[src/rtl/v850_pkg.sv]
// Shared constants for the V850 decode stage: circuit selects,
// opcode and sub-opcode encodings, FSM states and operand kinds.
package v850_pkg;

    localparam logic [4:0] SEL_SUB = 5'b00000;
    localparam logic [4:0] SEL_ADD = 5'b00001;
    localparam logic [4:0] SEL_AND = 5'b00010;
    localparam logic [4:0] SEL_OR  = 5'b00011;
    localparam logic [4:0] SEL_BSH = 5'b00110;
    localparam logic [4:0] SEL_BSW = 5'b00111;
    localparam logic [4:0] SEL_DIV = 5'b01000;
    localparam logic [4:0] SEL_HSW = 5'b10000;
    localparam logic [4:0] SEL_NOP = 5'b11111;

    localparam logic [5:0] OP_OR    = 6'b001000;
    localparam logic [5:0] OP_AND   = 6'b001010;
    localparam logic [5:0] OP_SUB   = 6'b001101;
    localparam logic [5:0] OP_ADD   = 6'b001110;
    localparam logic [5:0] OP_CMP   = 6'b001111;
    localparam logic [5:0] OP_ADDI5 = 6'b010010;
    localparam logic [5:0] OP_CMPI5 = 6'b010011;
    localparam logic [5:0] OP_ADDI  = 6'b110000;
    localparam logic [5:0] OP_ORI   = 6'b110100;
    localparam logic [5:0] OP_ANDI  = 6'b110110;
    localparam logic [5:0] OP_EXT   = 6'b111111;

    localparam logic [10:0] SUB_DIV = 11'h2C0;
    localparam logic [10:0] SUB_BSW = 11'h340;
    localparam logic [10:0] SUB_BSH = 11'h342;
    localparam logic [10:0] SUB_HSW = 11'h344;

    typedef enum logic [1:0] {
        S_HW0,
        S_HW1,
        S_ISSUE
    } state_t;

    typedef enum logic [3:0] {
        OPK_RR,
        OPK_RR_NEG,
        OPK_IMM5,
        OPK_IMM5_NEG,
        OPK_IMM16_S,
        OPK_IMM16_Z,
        OPK_BSW,
        OPK_BSH,
        OPK_HSW
    } opk_t;

    function automatic logic is_long(input logic [5:0] op);
        return op inside {OP_ADDI, OP_ORI, OP_ANDI, OP_EXT};
    endfunction

endpackage

[src/rtl/v850_operand_former.sv]
// Combinational operand shaping: immediate extension, two's-complement
// negation for SUB/CMP, and byte/halfword swaps for BSW/BSH/HSW.
module v850_operand_former
    import v850_pkg::*;
(
    input  opk_t        i_kind,
    input  logic [31:0] i_gr_r1,
    input  logic [31:0] i_gr_r2,
    input  logic [4:0]  i_imm5,
    input  logic [15:0] i_imm16,
    output logic [31:0] o_op1,
    output logic [31:0] o_op2
);

    logic [31:0] w_sext5;
    logic [31:0] w_sext16;

    assign w_sext5  = {{27{i_imm5[4]}}, i_imm5};
    assign w_sext16 = {{16{i_imm16[15]}}, i_imm16};

    always_comb begin
        o_op1 = i_gr_r1;
        o_op2 = i_gr_r2;
        case (i_kind)
            OPK_RR_NEG:   o_op1 = 32'd0 - i_gr_r1;
            OPK_IMM5:     o_op1 = w_sext5;
            OPK_IMM5_NEG: o_op1 = 32'd0 - w_sext5;
            OPK_IMM16_S: begin
                o_op1 = w_sext16;
                o_op2 = i_gr_r1;
            end
            OPK_IMM16_Z: begin
                o_op1 = {16'h0000, i_imm16};
                o_op2 = i_gr_r1;
            end
            OPK_BSW: begin
                o_op1 = '0;
                o_op2 = {i_gr_r2[7:0], i_gr_r2[15:8],
                         i_gr_r2[23:16], i_gr_r2[31:24]};
            end
            OPK_BSH: begin
                o_op1 = '0;
                o_op2 = {i_gr_r2[23:16], i_gr_r2[31:24],
                         i_gr_r2[7:0], i_gr_r2[15:8]};
            end
            OPK_HSW: begin
                o_op1 = '0;
                o_op2 = {i_gr_r2[15:0], i_gr_r2[31:16]};
            end
            default: ;
        endcase
    end

endmodule

[src/rtl/instruction_decoder.sv]
// V850 decode stage: assembles halfwords, decodes, reads GR operands
// and fills a one-entry issue slot with a RAW interlock.
module instruction_decoder
    import v850_pkg::*;
#(
    parameter logic [4:0] NOP_SEL = SEL_NOP
) (
    input  logic        clk,
    input  logic        rst,
    input  logic        flush_i,
    input  logic [15:0] hw_i,
    input  logic        hw_valid_i,
    output logic        hw_ready_o,
    input  logic [31:0] gr_i [32],
    input  logic        ready_i,
    output logic        valid_o,
    output logic [4:0]  destination_o,
    output logic [31:0] reg1_o,
    output logic [31:0] reg2_o,
    output logic [31:0] reg3_o,
    output logic        increment_bit_o,
    output logic [4:0]  circuit_sel_o,
    output logic        illegal_o
);

    state_t      r_state, w_state_nx;
    logic [15:0] r_hw0, r_hw1;
    logic        r_valid, r_illegal;
    logic [4:0]  r_sel, r_dest, r_reg3;
    logic [31:0] r_reg1, r_reg2;

    logic        w_cand;
    logic [15:0] w_hw0, w_hw1;
    logic [5:0]  w_op;
    logic [4:0]  w_r1, w_r2;
    logic        w_legal, w_use1, w_use2;
    logic [4:0]  w_sel, w_dest, w_reg3;
    opk_t        w_kind;
    logic [31:0] w_op1, w_op2;
    logic        w_hz, w_free, w_load, w_ill;

    // A 16-bit op, or the second halfword, is decoded as it arrives so
    // an unblocked instruction reaches the slot on its accept edge;
    // S_ISSUE only holds an instruction the slot could not take.
    always_comb begin
        w_cand = 1'b0;
        w_hw0  = r_hw0;
        w_hw1  = r_hw1;
        case (r_state)
            S_HW0: begin
                w_hw0  = hw_i;
                w_hw1  = '0;
                w_cand = hw_valid_i && !is_long(hw_i[10:5]);
            end
            S_HW1: begin
                w_hw1  = hw_i;
                w_cand = hw_valid_i;
            end
            S_ISSUE: w_cand = 1'b1;
            default: ;
        endcase
    end

    assign w_op = w_hw0[10:5];
    assign w_r1 = w_hw0[4:0];
    assign w_r2 = w_hw0[15:11];

    always_comb begin
        w_legal = 1'b1;
        w_use1  = 1'b0;
        w_use2  = 1'b0;
        w_sel   = SEL_ADD;
        w_kind  = OPK_RR;
        w_dest  = w_r2;
        w_reg3  = '0;
        case (w_op)
            OP_ADD: begin
                w_use1 = 1'b1;
                w_use2 = 1'b1;
            end
            OP_SUB, OP_CMP: begin
                w_use1 = 1'b1;
                w_use2 = 1'b1;
                w_sel  = SEL_SUB;
                w_kind = OPK_RR_NEG;
                if (w_op == OP_CMP) w_dest = '0;
            end
            OP_AND, OP_OR: begin
                w_use1 = 1'b1;
                w_use2 = 1'b1;
                w_sel  = (w_op == OP_AND) ? SEL_AND : SEL_OR;
            end
            OP_ADDI5: begin
                w_use2 = 1'b1;
                w_kind = OPK_IMM5;
            end
            OP_CMPI5: begin
                w_use2 = 1'b1;
                w_sel  = SEL_SUB;
                w_kind = OPK_IMM5_NEG;
                w_dest = '0;
            end
            OP_ADDI: begin
                w_use1 = 1'b1;
                w_kind = OPK_IMM16_S;
            end
            OP_ANDI, OP_ORI: begin
                w_use1 = 1'b1;
                w_kind = OPK_IMM16_Z;
                w_sel  = (w_op == OP_ANDI) ? SEL_AND : SEL_OR;
            end
            OP_EXT: begin
                w_use2 = 1'b1;
                w_dest = w_hw1[15:11];
                case (w_hw1[10:0])
                    SUB_DIV: begin
                        w_use1 = 1'b1;
                        w_sel  = SEL_DIV;
                        w_dest = w_r2;
                        w_reg3 = w_hw1[15:11];
                    end
                    SUB_BSW: begin
                        w_sel  = SEL_BSW;
                        w_kind = OPK_BSW;
                    end
                    SUB_BSH: begin
                        w_sel  = SEL_BSH;
                        w_kind = OPK_BSH;
                    end
                    SUB_HSW: begin
                        w_sel  = SEL_HSW;
                        w_kind = OPK_HSW;
                    end
                    default: begin
                        w_legal = 1'b0;
                        w_use2  = 1'b0;
                    end
                endcase
            end
            default: w_legal = 1'b0;
        endcase
    end

    v850_operand_former u_former (
        .i_kind  (w_kind),
        .i_gr_r1 (gr_i[w_r1]),
        .i_gr_r2 (gr_i[w_r2]),
        .i_imm5  (w_r1),
        .i_imm16 (w_hw1),
        .o_op1   (w_op1),
        .o_op2   (w_op2)
    );

    // r0 is hardwired zero, so it never creates a dependency.
    assign w_hz = r_valid &&
        ((w_use1 && w_r1 != 5'd0 &&
          (w_r1 == r_dest || w_r1 == r_reg3)) ||
         (w_use2 && w_r2 != 5'd0 &&
          (w_r2 == r_dest || w_r2 == r_reg3)));

    assign w_free = !r_valid || ready_i;
    assign w_load = w_cand && w_legal && !w_hz && w_free && !flush_i;
    assign w_ill  = w_cand && !w_legal && w_free && !flush_i;

    always_comb begin
        w_state_nx = r_state;
        if (flush_i) begin
            w_state_nx = S_HW0;
        end else begin
            case (r_state)
                S_HW0: if (hw_valid_i) begin
                    if (is_long(hw_i[10:5])) w_state_nx = S_HW1;
                    else if (!(w_load || w_ill)) w_state_nx = S_ISSUE;
                end
                S_HW1: if (hw_valid_i) begin
                    w_state_nx = (w_load || w_ill) ? S_HW0 : S_ISSUE;
                end
                S_ISSUE: if (w_load || w_ill) w_state_nx = S_HW0;
                default: w_state_nx = S_HW0;
            endcase
        end
    end

    always_ff @(posedge clk) begin
        if (rst) begin
            r_state   <= S_HW0;
            r_hw0     <= '0;
            r_hw1     <= '0;
            r_valid   <= 1'b0;
            r_illegal <= 1'b0;
            r_sel     <= NOP_SEL;
            r_dest    <= '0;
            r_reg3    <= '0;
            r_reg1    <= '0;
            r_reg2    <= '0;
        end else begin
            r_state   <= w_state_nx;
            r_illegal <= w_ill;
            if (!flush_i && hw_valid_i && r_state == S_HW0) r_hw0 <= hw_i;
            if (!flush_i && hw_valid_i && r_state == S_HW1) r_hw1 <= hw_i;
            if (flush_i) begin
                r_valid <= 1'b0;
                r_sel   <= NOP_SEL;
            end else if (w_load) begin
                r_valid <= 1'b1;
                r_sel   <= w_sel;
                r_dest  <= w_dest;
                r_reg3  <= w_reg3;
                r_reg1  <= w_op1;
                r_reg2  <= w_op2;
            end else if (ready_i) begin
                r_valid <= 1'b0;
                r_sel   <= NOP_SEL;
            end
        end
    end

    assign hw_ready_o      = (r_state != S_ISSUE);
    assign valid_o         = r_valid;
    assign destination_o   = r_dest;
    assign reg1_o          = r_reg1;
    assign reg2_o          = r_reg2;
    assign reg3_o          = {27'd0, r_reg3};
    assign increment_bit_o = 1'b0;
    assign circuit_sel_o   = r_sel;
    assign illegal_o       = r_illegal;

endmodule

[config.mk]
export PLATFORM = sky130hd
export DESIGN_NAME = instruction_decoder
export DESIGN_NICKNAME = d
export VERILOG_FILES = /design/src/rtl/v850_pkg.sv /design/src/rtl/v850_operand_former.sv /design/src/rtl/instruction_decoder.sv
export SDC_FILE = /design/constraint.sdc
export NUM_CORES = 2
export LEC_CHECK = 0
export BUFFER_PORTS_ARGS = -buffer_cell sky130_fd_sc_hd__buf_4
export CELL_PAD_IN_SITES_DETAIL_PLACEMENT = 0
export CELL_PAD_IN_SITES_GLOBAL_PLACEMENT = 1
export CORE_AREA = 5 5 446 448
export DETAILED_ROUTE_END_ITERATION = 8
export DIE_AREA = 0 0 451 453
export GPL_TIMING_DRIVEN = 0
export PLACE_DENSITY_LB_ADDON = 0.1
export SLEW_MARGIN = 5
export SYNTH_ARGS = -nofsm -noshare
export SYNTH_HDL_FRONTEND = slang
export SYNTH_SLANG_ARGS = --single-unit
export TNS_END_PERCENT = 20
[constraint.sdc]
create_clock -name clk -period 3.6 [get_ports clk]
set_input_delay 0.18 -clock clk [delete_from_list [all_inputs] [get_ports clk]]
set_output_delay 0.18 -clock clk [all_outputs]
set_load 0.05 [all_outputs]
======== Word-level counts from Yosys, hierarchy flattened ========
Cells that the tools add are included.
cells by class
  multiplexer cells ....................... 38
  shift operators ......................... 0
  bitwise gates (word level) .............. 3
  add/sub/neg operators ................... 2
  div/mod/pow operators ................... 0
  eq/ne operators ......................... 38
  $lt $le $gt $ge ......................... 2
  $mul .................................... 0
  reduce and logical (&&, ||, !) cells .... 44
operator list
  cell                                                       number
  binary-select mux 32 bit (select 5 bit)                    2
  one-hot mux 32 bit (6 select lines)                        1
  two-way mux 32 bit                                         4
  one-hot mux 32 bit (4 select lines)                        1
  == test 6 bit (second input constant)                      8
  == test 11 x 10 -> 1 bit (second input constant)           4
  one-hot mux 5 bit (4 select lines)                         2
  one-hot mux 16 bit (2 select lines)                        1
  subtractor 1 x 32 -> 32 bit (first input constant)         1
  == test 6 x 4 -> 1 bit (second input constant)             5
  two-way mux 5 bit                                          6
  one-hot mux 4 bit (6 select lines)                         1
  == test 5 bit                                              4
  == test 4 x 3 -> 1 bit (second input constant)             4
  logical AND 1 bit                                          16
  two-way mux 16 bit                                         1
  one-hot mux 5 bit (3 select lines)                         1
  == test 6 x 5 -> 1 bit (second input constant)             2
  greater-or-equal comparator 6 bit (second input constant)  2
  two-way mux 2 bit                                          6
  NOT 5 -> 6 bit                                             2
  one-hot mux 4 bit (3 select lines)                         1
  nonzero test 5 bit                                         2
  OR reduction 10 bit                                        1
  other kinds (25)                                           49
storage, ports and cells
  RAM bits ................................ 0
  latch bits .............................. 0
  register bits ........................... 115
  output and inout port bits .............. 110
  logic and storage cells ................. 137
  bits of input ports ..................... 1045
  memories ................................ 0
  memory bits (read-only) ................. 0

======== Longest topological paths before layout ========
  word-level depth ........................ 19
  mapped depth ............................ 22
  depth with buffers taken out ............ 15

======== Hierarchy ========
From an unflattened synthesis, not the netlist that was laid out.
unflattened totals
  cells, all modules ...................... 3735
  area, all modules ....................... 26511.7 µm²
modules (own cells, without submodules)
  module               times used  cells each  sequential area each (µm²)  area an instance (µm²)
  instruction_decoder  1           3337        2302.2                      24121.9
  v850_operand_former  1           398         0.0                         2389.8

======== Worst setup path after synthesis ========
OpenSTA, ideal clock, no wires.
  path kind ............................... register -> register
  start point ............................. register r_state[0]
  end point ............................... register r_reg1[31] (netlist: reg1_o[31])
  cell stages (with the launch flop) ...... 19
  arrival ................................. 3.869 ns
  path slack .............................. -0.348 ns
  data required time ...................... 3.521 ns
  buffers on the path ..................... 8
  period minus slack after synthesis ...... 3.948 ns
  cell sequence ........................... dfxtp_1 buf_6 buf_2 o21ai_1 and2_1 buf_2 buf_2 clkbuf_1 clkbuf_1 buf_1 and3_1 ha_1 a311oi_1 a221o_1 nor2b_1 buf_2 o211ai_2 or4_1 o211ai_1
on the way
  longest elaborated chain between the ends .. 15
  elaborated cells on any way between the ends .. 70
  classes of those cells .................. add/sub (2); eq/ne (29); mux (14); bitwise (1); reduce/logical (24)
RTL lines
  what                                                                  RTL line                    text
  start: declaration                                                    instruction_decoder.sv:26   state_t r_state, w_state_nx;
  start signal: assignment                                              instruction_decoder.sv:197  r_state <= w_state_nx;
  branches (longest 15 deep; another with subtractor 1 x 32 -> 32 bit)  n/a
  end signal: assignment                                                instruction_decoder.sv:209  r_reg1 <= w_op1;
  end: declaration                                                      instruction_decoder.sv:30   logic [31:0] r_reg1, r_reg2;
Parallel ways; which one is timed is not known. The select of a mux whose other input is x is not followed.
A chain may end at the register's enable or synchronous reset.

======== Final worst setup path ========
  start point ............................. register r_state[1]
  end point ............................... register r_reg1[14] (netlist: reg1_o[14])
Same word-level chain as after synthesis.

==> summary.md <==
| Metric | Value |
|---|---|
| Hold wc startpoint | `hw_i[3]` |
| Number of synthesized flops with an enable pin | `0` |
| Syn Area/Cell | `6.06 sq um` |
| Hold slack final | `0.0334 ns` |
| Worst R2R Path Depth | `15` |
| WL per Instance | `54.1 um` |
| Final Cycle Share | `1.19` |
| Total of max-cap violations | `0` |
| Worst-path clk slew | `0.07 ns` |
| DPL Wire Length | `357 mm` |
| RR Startpoint | `r_state[1]$_SDFFE_PP0P_` |
| Final setup vio count | `80` |
| Yosys warns | `0` |
| Failing checks | `negative setup slack` |
| R2r setup slk | `-0.68 ns` |
| Final worst path period need | `4.28 ns` |
| Prevailing post-synth register cell | `dfxtp_1` |
| Number of global-route vias before repair | `46998` |
| Initial core utilization | `0.139` |
| Max_slew headroom | `0.357` |
| Worst Slack Setup Final | `-0.680 ns` |
| DR pass1 iterations | `7` |
| CP max FO | `10` |
| Asr flop ratio synth | `0` |
| CTS tree | `yes` |
| Final wirelength | `459 mm` |
| Worst slew pin tran | `0.965 ns` |
| Placed Area | `39500 sq um` |
| Routed Antenna Nets | `0` |
| First-pass GRT wire length | `558 mm` |
| Grt total ovfl | `0` |
| Crit path kind | `reg -> reg` |
| Routability Congestion | `1.02` |
| Num CTS Buffers | `17` |
| Outcome | `finished with violations` |
| Layout cell share with drive strength beyond 1 | `0.383` |
| Yosys reg bits | `115` |
| Leak | `20.3 nW` |
| Worst Clk Skew | `0.0187 ns` |
| CTS root buf | `clkbuf_16` |
| Post-Synthesis Cell Area | `26900 sq um` |
| Nets | `6874` |
| Mapped Cells | `4441` |
| Critical path data required time | `3.92 ns` |
| Vias/cell | `5.99` |
| Die Ht | `453 um` |
| Final Hold Viols | `0` |
| Core area | `194000 sq um` |
| Maximum number of pins on one net before global-route repair | `17` |
| Core Rows | `162` |
| Area growth from synthesis to layout | `78.1%` |
| Register area share after synthesis | `0.0855` |
| Arr. time, crit path | `4.60 ns` |
| RSZ-0062 raised after global routing | `yes` |
| Die W | `451 um` |
| Initial antenna violation count | `152` |
| H-tree level count | `4` |
| Worst-Skew Late Latency | `0.45 ns` |
| Number of top-level pins | `1155` |
| RR Endpoint | `reg1_o[14]$_SDFFE_PP0P_` |
| Pins over their slew limit | `0` |
| DP Worst Slack | `-3.60 ns` |
| Bufs on Longest Clock Path | `2` |
| Hold-fix buffers, CTS | `0` |
| Num Clock Sinks | `115` |
| Post-route DRC | `0` |
| Worst Hold Class | `in -> reg` |
| Hold Path End | `r_hw0[3]$_SDFFE_PP0P_` |
| CP Capture Type | `flip-flop` |
| Initial drt markers | `8278` |
| Cell area power density | `291 nW/um^2` |
| Overall Power | `14.0 mW` |
| I/O Buffers | `1121` |
| Final instance area | `48000 sq um` |
| Setup crit start kind | `flip-flop` |
| Hold Path Stages | `3` |
| Post-synth cell types | `107` |
| Vias | `50757` |
| Peak VDD IR | `345 uV` |
| Setup TNS | `-34.25 ns` |
| Max Clock Freq | `0.234 GHz` |
| Die area | `204000 sq um` |
| GRT Overall Usage | `0.423` |
## where the power goes
part	internal, mW	switching (mW)	leakage, nW	total, mW
clock network	1.12	0.710	0.292	1.83
logic	3.55	7.22	19.0	10.8
registers	1.31	0.0428	0.932	1.35
total	5.98	7.98	20.3	14.0
## worst max-delay path by stage
| stage | start | endpoint | cells past startpoint |
|---|---|---|---|
| final | r_state[1]$_SDFFE_PP0P_ | reg1_o[14]$_SDFFE_PP0P_ | 15 |
| after global routing | r_state[0]$_SDFFE_PP0P_ | reg1_o[26]$_SDFFE_PP0P_ | 20 |
| after CTS | r_state[0]$_SDFFE_PP0P_ | reg1_o[28]$_SDFFE_PP0P_ | 20 |
| after detailed placement | r_state[1]$_SDFFE_PP0P_ | reg2_o[19]$_SDFFE_PP0P_ | 14 |
| after global placement | r_state[1]$_SDFFE_PP0P_ | reg2_o[15]$_SDFFE_PP0P_ | 14 |
| after floorplan | r_state[0]$_SDFFE_PP0P_ | reg1_o[31]$_SDFFE_PP0P_ | 19 |
## cells in the mapped netlist, drive strengths merged, types with 16 or more instances
| library cell | count | area share |
|---|---|---|
| a2111oi | 30 | 0.010 |
| a211oi | 34 | 0.0095 |
| a21oi | 355 | 0.066 |
| a221oi | 20 | 0.0065 |
| a22oi | 24 | 0.0067 |
| a311oi | 207 | 0.067 |
| a31oi | 33 | 0.0081 |
| and3 | 175 | 0.041 |
| buf | 251 | 0.054 |
| clkbuf | 242 | 0.034 |
| dfxtp | 115 | 0.086 |
| mux2 | 52 | 0.022 |
| mux2i | 286 | 0.11 |
| mux4 | 24 | 0.020 |
| nand2 | 1362 | 0.19 |
| nand3 | 293 | 0.055 |
| nand4 | 23 | 0.0056 |
| nor2 | 145 | 0.021 |
| nor3 | 75 | 0.014 |
| nor4 | 30 | 0.0078 |
| o211ai | 20 | 0.0059 |
| o21ai | 239 | 0.046 |
| o22ai | 86 | 0.020 |
| o311ai | 33 | 0.011 |
| o31ai | 39 | 0.011 |
| or4 | 16 | 0.0045 |
| xnor2 | 17 | 0.0055 |
## critical path: stages, from the launching register on
cell      delay (ns)
dfxtp_4         0.38
buf_8           0.14
or2_1           0.21
buf_6           0.15
o21ai_2         0.24
buf_2           0.52
a21oi_1         0.15
nor4_2          0.51
o21ai_4         0.22
nor4_4          0.24
buf_4           0.19
o221ai_4        0.20
nor4b_2         0.32
xnor2_1         0.20
o221ai_1        0.16
a32o_1          0.28
## logic make-up after synthesis
kind of cell | after synthesis | synth area share
AOI/OAI and AO/OA | 1227 | 0.303
xor gates and xnor gates | 21 | 0.00683
adders and majority gates | 3 | 0.00139
buffers and inverters | 500 | 0.0891
DFF | 115 | 0.0855
muxes | 362 | 0.149
other | 1 | 0.000139
and+or+nand+nor | 2212 | 0.365
## sequential cells by signal (all words and copies together), names as in the netlist
register,cells
reg1_o,32
reg2_o,32
r_hw0,16
r_hw1,16
circuit_sel_o,5
destination_o,5
r_reg3,5
r_state,2
illegal_o,1
valid_o,1
## cell type report
| cell class | instances | area [sq um] |
|---|---|---|
| Sequential cell | 115 | 2310 |
| Inverter | 7 | 48.8 |
| Antenna cell | 88 | 220 |
| Clock buffer | 19 | 453 |
| Tap cell | 2542 | 3180 |
| Multi-Input combinational cell | 3854 | 25000 |
| Buffer | 487 | 5630 |
| Fill cell | 21972 | 146000 |
| Timing Repair Buffer | 1344 | 10900 |
| Clock inverter | 13 | 158 |
## what timing repair did
action / CTS / global route
endpoints found under the setup margin: 81 / 91
setup buffers: 123 / 59
pin swaps: 69 / 71
cloned: 8 / 5
resized for setup: 1192 / 251
## per-layer routing
layer  track usage  part of all wire  routed length [um]  vias up
met1         0.482              0.36              166000    25467
met5             0           0.00057                 262        -
met4         0.356              0.10               47700       40
met2         0.647              0.43              197000     4590
met3         0.129              0.10               47800     1429
li1              -                 -                   -    19231
## layout by cell type (no fill, tap or decap), types with 48 or more instances in the layout
cell	count
o21ai_0	192
a21oi_1	334
o22ai_1	78
nor2_1	128
nor3_1	64
clkbuf_4	48
dfxtp_1	113
nand3_1	287
mux2i_1	256
a311oi_1	180
clkbuf_2	50
buf_6	93
buf_12	90
diode_2	88
nand2_1	1348
clkbuf_8	58
and3_1	172
buf_4	1331
## metrics by stage
step / utilization / cells
CTS: 0.238 / 8320
global placement: 0.200 / 8131
floorplan: - / 4468
global route: 0.246 / 8427
finish: 0.247 / 8469
detailed placement: 0.203 / 8161
No activity file was read; power rests on OpenSTA's default activity.
